`src/rtl/otter_pkg.sv`:
```
// Shared OTTER control-unit types: instruction opcodes, control FSM states and strobe bundle.
// Build option CU_INTERRUPT_EN adds the TRAP state.
package otter_pkg;

    typedef enum logic [6:0] {
        LUI    = 7'b0110111,
        AUIPC  = 7'b0010111,
        JAL    = 7'b1101111,
        JALR   = 7'b1100111,
        BRANCH = 7'b1100011,
        LOAD   = 7'b0000011,
        STORE  = 7'b0100011,
        OP_IMM = 7'b0010011,
        OP     = 7'b0110011,
        SYSTEM = 7'b1110011
    } opcode_t;

    typedef enum logic [1:0] {
        FETCH     = 2'd0,
        EXEC      = 2'd1,
        WRITEBACK = 2'd2
`ifdef CU_INTERRUPT_EN
        ,
        TRAP      = 2'd3
`endif
    } state_t;

    typedef struct packed {
        logic pc_write;
        logic reg_write;
        logic mem_write;
        logic mem_read1;
        logic mem_read2;
        logic csr_write;
        logic int_taken;
        logic illegal_op;
    } ctrl_t;

    // Wait counter must hold 0..MEM_LAT-1.
    function automatic int cnt_width(input int mem_lat);
        return $clog2(mem_lat) + 1;
    endfunction

endpackage

```
`src/rtl/cu_wait_cnt.sv`:
```
// Memory-latency wait counter for the multicycle control unit; done marks the last
// cycle of a MEM_LAT-long phase.
module cu_wait_cnt
    import otter_pkg::*;
#(
    parameter  int MEM_LAT = 1,
    localparam int CNT_W   = cnt_width(MEM_LAT)
) (
    input  logic             CLK,
    input  logic             RST,
    input  logic             clear,
    input  logic             enable,
    output logic [CNT_W-1:0] count,
    output logic             done
);

    // NOTE: sequential state uses non-blocking assignments so every flop samples
    // pre-edge values, independent of process evaluation order.
    always_ff @(posedge CLK or posedge RST) begin
        if (RST) begin
            count <= '0;
        end else if (clear) begin
            count <= '0;
        end else if (enable) begin
            count <= count + CNT_W'(1);
        end
    end

    assign done = (count == CNT_W'(MEM_LAT - 1));

endmodule

```
`src/rtl/cu_fsm_mc.sv`:
```
// Multicycle control unit FSM: FETCH -> EXEC -> (WRITEBACK) -> [TRAP] -> FETCH.
// Define CU_INTERRUPT_EN to enable interrupt entry through the TRAP state.
module cu_fsm_mc
    import otter_pkg::*;
#(
    parameter int MEM_LAT = 1
) (
    input  logic       CLK,
    input  logic       RST,
    input  logic [6:0] CU_OPCODE,
    input  logic       INT,
    input  logic       CSR_MIE,
    output logic       PC_WRITE,
    output logic       REG_WRITE,
    output logic       MEM_WRITE,
    output logic       MEM_READ1,
    output logic       MEM_READ2,
    output logic       CSR_WRITE,
    output logic       INT_TAKEN,
    output logic       ILLEGAL_OP
);

    localparam int CNT_W = cnt_width(MEM_LAT);

    state_t           state;
    state_t           next_state;
    state_t           complete_next;
    logic             cnt_clear;
    logic             cnt_enable;
    logic             cnt_done;
    logic [CNT_W-1:0] cnt_unused;
    logic             is_load;
    ctrl_t            ctrl;

    cu_wait_cnt #(
        .MEM_LAT(MEM_LAT)
    ) u_wait_cnt (
        .CLK   (CLK),
        .RST   (RST),
        .clear (cnt_clear),
        .enable(cnt_enable),
        .count (cnt_unused),
        .done  (cnt_done)
    );

    assign is_load = (CU_OPCODE == LOAD);

    // Interrupt is sampled only where an instruction completes; nothing is latched.
`ifdef CU_INTERRUPT_EN
    assign complete_next = (INT & CSR_MIE) ? TRAP : FETCH;
`else
    logic int_unused;
    assign int_unused    = INT ^ CSR_MIE;
    assign complete_next = FETCH;
`endif

    always_ff @(posedge CLK or posedge RST) begin
        if (RST) begin
            state <= FETCH;
        end else begin
            state <= next_state;
        end
    end

    // NOTE: every signal driven here gets a default first, so no path infers a latch.
    always_comb begin
        next_state = state;
        cnt_clear  = 1'b0;
        cnt_enable = 1'b0;
        case (state)
            FETCH: begin
                cnt_enable = 1'b1;
                if (cnt_done) begin
                    cnt_clear  = 1'b1;
                    next_state = EXEC;
                end
            end
            EXEC: begin
                cnt_clear  = 1'b1;
                next_state = is_load ? WRITEBACK : complete_next;
            end
            WRITEBACK: begin
                if (cnt_done) begin
                    cnt_clear  = 1'b1;
                    next_state = complete_next;
                end else begin
                    cnt_enable = 1'b1;
                end
            end
`ifdef CU_INTERRUPT_EN
            TRAP:    next_state = FETCH;
`endif
            default: next_state = FETCH;
        endcase
    end

    // NOTE: strobes are gated by RST combinationally so they drop the instant reset
    // asserts, without waiting for a clock edge.
    always_comb begin
        ctrl = '0;
        if (!RST) begin
            case (state)
                FETCH: ctrl.mem_read1 = 1'b1;
                EXEC: begin
                    case (CU_OPCODE)
                        LUI, AUIPC, JAL, JALR, OP, OP_IMM: begin
                            ctrl.reg_write = 1'b1;
                            ctrl.pc_write  = 1'b1;
                        end
                        BRANCH: ctrl.pc_write = 1'b1;
                        STORE: begin
                            ctrl.mem_write = 1'b1;
                            ctrl.pc_write  = 1'b1;
                        end
                        SYSTEM: begin
                            ctrl.csr_write = 1'b1;
                            ctrl.reg_write = 1'b1;
                            ctrl.pc_write  = 1'b1;
                        end
                        LOAD: ctrl.mem_read2 = 1'b1;
                        default: begin
                            ctrl.illegal_op = 1'b1;
                            ctrl.pc_write   = 1'b1;
                        end
                    endcase
                end
                WRITEBACK: begin
                    if (cnt_done) begin
                        ctrl.reg_write = 1'b1;
                        ctrl.pc_write  = 1'b1;
                    end else begin
                        ctrl.mem_read2 = 1'b1;
                    end
                end
`ifdef CU_INTERRUPT_EN
                TRAP: begin
                    ctrl.int_taken = 1'b1;
                    ctrl.pc_write  = 1'b1;
                end
`endif
                default: ctrl = '0;
            endcase
        end
    end

    assign PC_WRITE   = ctrl.pc_write;
    assign REG_WRITE  = ctrl.reg_write;
    assign MEM_WRITE  = ctrl.mem_write;
    assign MEM_READ1  = ctrl.mem_read1;
    assign MEM_READ2  = ctrl.mem_read2;
    assign CSR_WRITE  = ctrl.csr_write;
    assign INT_TAKEN  = ctrl.int_taken;
    assign ILLEGAL_OP = ctrl.illegal_op;

endmodule
```
`config.mk`:
```
export PLATFORM = sky130hd
export DESIGN_NAME = cu_fsm_mc
export DESIGN_NICKNAME = d
export VERILOG_FILES = /design/src/rtl/otter_pkg.sv /design/src/rtl/cu_wait_cnt.sv /design/src/rtl/cu_fsm_mc.sv
export SDC_FILE = /design/constraint.sdc
export NUM_CORES = 1
export LEC_CHECK = 0
export CORE_AREA = 5 5 42 44
export DETAILED_ROUTE_END_ITERATION = 10
export DIE_AREA = 0 0 47 49
export GPL_TIMING_DRIVEN = 0
export PLACE_DENSITY = 0.63
export SYNTH_ARGS = -nofsm -noshare
export SYNTH_HDL_FRONTEND = slang
export SYNTH_SLANG_ARGS = --single-unit
```
`constraint.sdc`:
```
create_clock -name CLK -period 3.27 [get_ports CLK]
set_clock_uncertainty 0.15 [all_clocks]
set_input_delay 0.4905 -clock CLK [delete_from_list [all_inputs] [get_ports CLK]]
set_output_delay 0.4905 -clock CLK [all_outputs]
set_load 0.02 [all_outputs]
```
==> results of run 1 <==
cells in the mapped netlist, drive strengths merged (2+ instances only):
cell | instances | share of area [%]
nand2 | 7 | 7.8
nand2b | 5 | 9.2
a21oi | 4 | 5.9
ha | 4 | 15
dfrtp | 3 | 22
inv | 3 | 3.3
o22ai | 3 | 7.4
nand3 | 2 | 3.0
nor2 | 2 | 2.2
nor2b | 2 | 3.7
or4 | 2 | 5.5
sequential cells by signal, summed over array words and instances (netlist names):
| name | cells |
|---|---|
| state | 2 |
| u_wait_cnt.count | 1 |
metal layers:
| layer | global-route usage, % | part of all wire (%) |
|---|---|---|
| met1 | 10.13 | 44 |
| met3 | 3.690 | 4.1 |
| met4 | 4.147 | 0 |
| met5 | 0 | 0 |
| met2 | 11.31 | 52 |
worst paths after layout:
kind,cells past startpoint,slack (ns),end,start
hold reg to reg,1,0.41,state[0],u_wait_cnt.count
hold / removal,2,0.38,state[1],RST
max in group asynchronous,2,2.43,u_wait_cnt.count,RST
setup reg to reg,5,1.87,state[1],state[0]
setup / recovery,5,0.21,MEM_READ2,CU_OPCODE[2]
min in group CLK,1,0.41,state[0],u_wait_cnt.count
through the flow:
step	hold slack [ns]	cells	power [mW]
after floorplan	0.1109	44	0.06359
after global placement	0.4054	75	0.08377
after detailed placement	0.4085	75	0.08394
after CTS	0.3900	79	0.1482
after global routing	0.4302	79	0.1582
final	0.3809	79	0.1456
final cells by class:
class | count | area (µm²)
plain buffers | 1 | 7.507
clock buffers | 4 | 26.28
fillers | 146 | 865.8
inverters | 3 | 11.26
multi-input cells | 37 | 245.2
flip-flops and latches | 3 | 75.07
well taps | 16 | 20.02
repair buffers | 15 | 150.1
critical path: cells and delay by family:
| family | cells | cell delay [ns] |
|---|---|---|
| simple gates | 2 | 0.72 |
| compound gates | 1 | 0.14 |
| buf+inv | 2 | 1.07 |
power breakdown:
| group | internal [mW] | leakage, nW | switching, mW | total, mW |
|---|---|---|---|---|
| Clock | 0.0455 | 0.0150 | 0.0168 | 0.0623 |
| Combinational | 0.0222 | 0.149 | 0.0206 | 0.0428 |
| Sequential | 0.0390 | 0.0415 | 0.00141 | 0.0404 |
| Total | 0.107 | 0.205 | 0.0388 | 0.146 |
logic make-up after synthesis:
group / synth area share [%]
AO/OA/AOI/OAI: 20.29
flip-flops: 22.14
other: 1.106
AND/OR/NAND/NOR: 36.16
adder cells (fa/ha/maj): 14.76
buffers and inverters: 5.536
==> results_dict.tcl, run 1 <==
set metrics [dict create \
    outcome "finished, final reports clean" \
    drt-initial-drc-count 5 \
    ctsHoldBuffers 0 \
    grt_pass1_wl_um 1366 \
    rsz0062_at_grt "no" \
    ys_types 20 \
    gp_congestion 0.6788 \
    async_reset_ff_share_pct 100.0 \
    synth_area_um2 339.1 \
    start_util_pct 24.20 \
    startpoint_type "input pin" \
    grt_overflow 0 \
    root_buffer "clkbuf_4" \
    fin_tns_setup_ns 0 \
    hold_viol_final 0 \
    avgViaCountPerCell 4.532 \
    layout.nets 79 \
    antenna_left 0 \
    rows 14 \
    wl_per_cell_um 10.30 \
    preCtsSetupSlack_ns 0.2213 \
    die_w_um 47 \
    peakVddDrop_mv 0.1603 \
    htreeDepth 1 \
    grt_pass1_vias 335 \
    route.detailed.drc 0 \
    wl_um 814 \
    cp.arrival_ns 2.42 \
    placed_cell_area_um2 509.2 \
    syn_nets 59 \
    cts_buffer_depth 2 \
    fin_area_um2 535.5 \
    grt_util_all_layers_pct 8.104 \
    die_height_um 49 \
    clock-sinks 3 \
    synth_edf_count 0 \
    max_clock_freq_mhz 326.9 \
    cp_max_fo 4 \
    worstSetupPathType "input pin to primary output" \
    hp-class "input pin to asynchronous set/reset pin" \
    p_leak_nw 0.2053 \
    post_cts_buffers 0 \
    die_area_um2 2303 \
    cp_slowest_cell "clkdlybuf4s50_1" \
    worst_path_most_repeated_cell "clkdlybuf4s50_1" \
    postSynthCellCount 44 \
    grt_max_degree 8 \
    cts_buffers 3 \
    ys.flop_type "dfrtp_1" \
    areaGrowthSynthToFinish_pct 57.93 \
    crit_chain "clkdlybuf4s50_1 > nand4bb_1 > or4_4 > o22ai_1 > clkdlybuf4s50_1" \
    cts_resized 0 \
    max_stage_delay_ns 0.63 \
    fin_ws_ns 0.2106 \
    cts_tree "done" \
    port_buffers 15 \
    post-route-util_pct 38.21 \
    drv_slew 0 \
    clk_latency_ns 0.23 \
    seq_area_frac_synth_pct 22.14 \
    powerDensity_nw_per_um2 271.8 \
    drive_gt1_share_pct 9.524 \
    finalCritPeriodShare_pct 93.56 \
    ys.warnings.count 0 \
    antenna_found_initial 0 \
    final_cell_mix "clkdlybuf4s50_1 (15), nand2_1 (7), nand2b_1 (5)" \
    diodes 0 \
    avgSynthCellArea_um2 7.706 \
    io_pins 19 \
    finalSetupViolations 0 \
    mostFrequentLayoutCell "clkdlybuf4s50_1" \
    setup.worst_path.end_class "primary output" \
    ys_ff_latch 3 \
    crit_required_ns 2.63 \
    via_count 358 \
    core_um2 1401 \
    period_needed_ns 3.059 \
    clk_pin_slew_ns 0.03 \
    dr.pass1.iters 2 \
    maxCapViolations 0 \
]
No activity file was read; power rests on OpenSTA's default activity.
==> run 2: changes to the inputs <==
Settings changed: CELL_PAD_IN_SITES_DETAIL_PLACEMENT set to 2, CELL_PAD_IN_SITES_GLOBAL_PLACEMENT set to 2, CORE_AREA 5 5 42 44 to not set, CORE_UTILIZATION set to 19, CTS_CLUSTER_SIZE set to 24, DIE_AREA 0 0 47 49 to not set, PLACE_DENSITY 0.63 to 0.83.
==> results_dict.tcl, run 2 (synthesis results as in run 1) <==
set metrics [dict create \
    outcome "finished, final reports clean" \
    startpoint_type "input pin" \
    grt_pass1_vias 403 \
    port_buffers 15 \
    rsz0062_at_grt "no" \
    io_pins 19 \
    die_height_um 44.25 \
    whs_ns 0.3770 \
    post-route-util_pct 34.22 \
    cp_slowest_cell "clkdlybuf4s50_1" \
    hold_viol_final 0 \
    powerDensity_nw_per_um2 275.7 \
    critPathTopFamily "buffers and inverters" \
    setup.worst_path.end_class "primary output" \
    p_leak_nw 0.2053 \
    cts_tree "done" \
    max_stage_delay_ns 0.62 \
    diodes 0 \
    finalSetupViolations 0 \
    preCtsSetupSlack_ns 0.2058 \
    cp-endpoint "MEM_READ2" \
    path_depth 5 \
    ctsHoldBuffers 0 \
    drv_slew 0 \
    htreeDepth 1 \
    crit_chain "clkdlybuf4s50_1 > nand4bb_1 > or4_4 > o22ai_1 > clkdlybuf4s50_1" \
    top_regs "state (2), u_wait_cnt.count (1)" \
    r2r_cells 5 \
    peakVddDrop_mv 0.1701 \
    post_cts_buffers 0 \
    via_count 386 \
    regMostFlops "state" \
    period_needed_ns 3.061 \
    grt_overflow 0 \
    cts_buffers 3 \
    maxCapViolations 0 \
    clk_latency_ns 0.23 \
    worst_path_most_repeated_cell "clkdlybuf4s50_1" \
    crit_required_ns 2.63 \
    die_w_um 44.25 \
    antenna_left 0 \
    r2r_end "state[1]" \
    grt_util_all_layers_pct 11.69 \
    cp.arrival_ns 2.42 \
    cts_buffer_depth 2 \
    hp-class "input pin to asynchronous set/reset pin" \
    layout.nets 79 \
    finalCritPeriodShare_pct 93.59 \
    antenna_found_initial 0 \
    worstSetupPathType "input pin to primary output" \
    avgViaCountPerCell 4.437 \
    drt-initial-drc-count 2 \
    gp_congestion 0.7344 \
    nFillCells 185 \
    fin_tns_setup_ns 0 \
    max_clock_freq_mhz 326.7 \
    rrSetupSlack_ns 1.80 \
    final_cell_mix "clkdlybuf4s50_1 (15), nand2_1 (7), nand2b_1 (5)" \
    grt_pass1_wl_um 1683 \
    mostFrequentLayoutCell "clkdlybuf4s50_1" \
    path_buf_inv 2 \
    die_area_um2 1958 \
    clk_pin_slew_ns 0.04 \
    core_um2 1594 \
    startpoint "CU_OPCODE[2]" \
    grt_max_degree 8 \
    largest_register_ffs 2 \
    wl_um 1014 \
    place_hpwl_um 860.4 \
    rows 14 \
    cts_resized 0 \
    root_buffer "clkbuf_4" \
    route.detailed.drc 0 \
    start_util_pct 21.27 \
    fin_ws_ns 0.2095 \
    wl_per_cell_um 11.66 \
    drive_gt1_share_pct 9.524 \
    areaGrowthSynthToFinish_pct 60.89 \
    dr.pass1.iters 6 \
    cp_max_fo 4 \
    reg2reg_from "state[0]" \
    clock-sinks 3 \
]
==> run 2: cell counts in the layout (fill, tap and decap cells not counted) <==
Identical to the previous run, type by type.
==> run 2: area by class of cell <==
| type | count | area [µm²] | share of cell area (%) |
|---|---|---|---|
| buffer | 1 | 7.507 | 1.376 |
| clock buffer | 4 | 26.28 | 4.817 |
| inverter | 3 | 11.26 | 2.064 |
| multi-input combinational | 37 | 245.2 | 44.95 |
| sequential | 3 | 75.07 | 13.76 |
| tap | 24 | 30.03 | 5.505 |
| timing repair buffer | 15 | 150.1 | 27.52 |
==> run 2: per-stage QoR <==
step / area, µm² / instances / power, mW
final: 545.5 / 87 / 0.1504
after global routing: 545.5 / 87 / 0.1595
after CTS: 545.5 / 87 / 0.1531
after detailed placement: 519.2 / 83 / 0.08618
after global placement: 519.2 / 83 / 0.08445
after floorplan: 339.1 / 44 / 0.06359
==> run 2: routing by layer <==
layer / vias to the layer above / global-route usage (%) / wire length (µm) / share of wire [%]
met5: - / 0 / 0 / 0
met4: 0 / 7.273 / 0 / 0
met3: 0 / 1.224 / 38 / 3.7
met2: 10 / 18.24 / 482 / 48
met1: 185 / 15.35 / 493 / 49
li1: 191 / - / - / -
==> run 2: worst min-delay path by stage <==
| stage | from | end | slack [ns] |
|---|---|---|---|
| finish | RST | state[1] | 0.38 |
| global route | RST | state[0] | 0.41 |
| CTS | RST | state[1] | 0.37 |
| detailed placement | u_wait_cnt.count | state[0] | 0.43 |
| global placement | u_wait_cnt.count | state[0] | 0.41 |
| floorplan | RST | state[0] | 0.11 |
==> run 2: power by group <==
| group | leakage (nW) | internal, mW | switching (mW) |
|---|---|---|---|
| registers | 0.0415 | 0.0390 | 0.00141 |
| clock network | 0.0150 | 0.0457 | 0.0191 |
| logic | 0.149 | 0.0225 | 0.0227 |
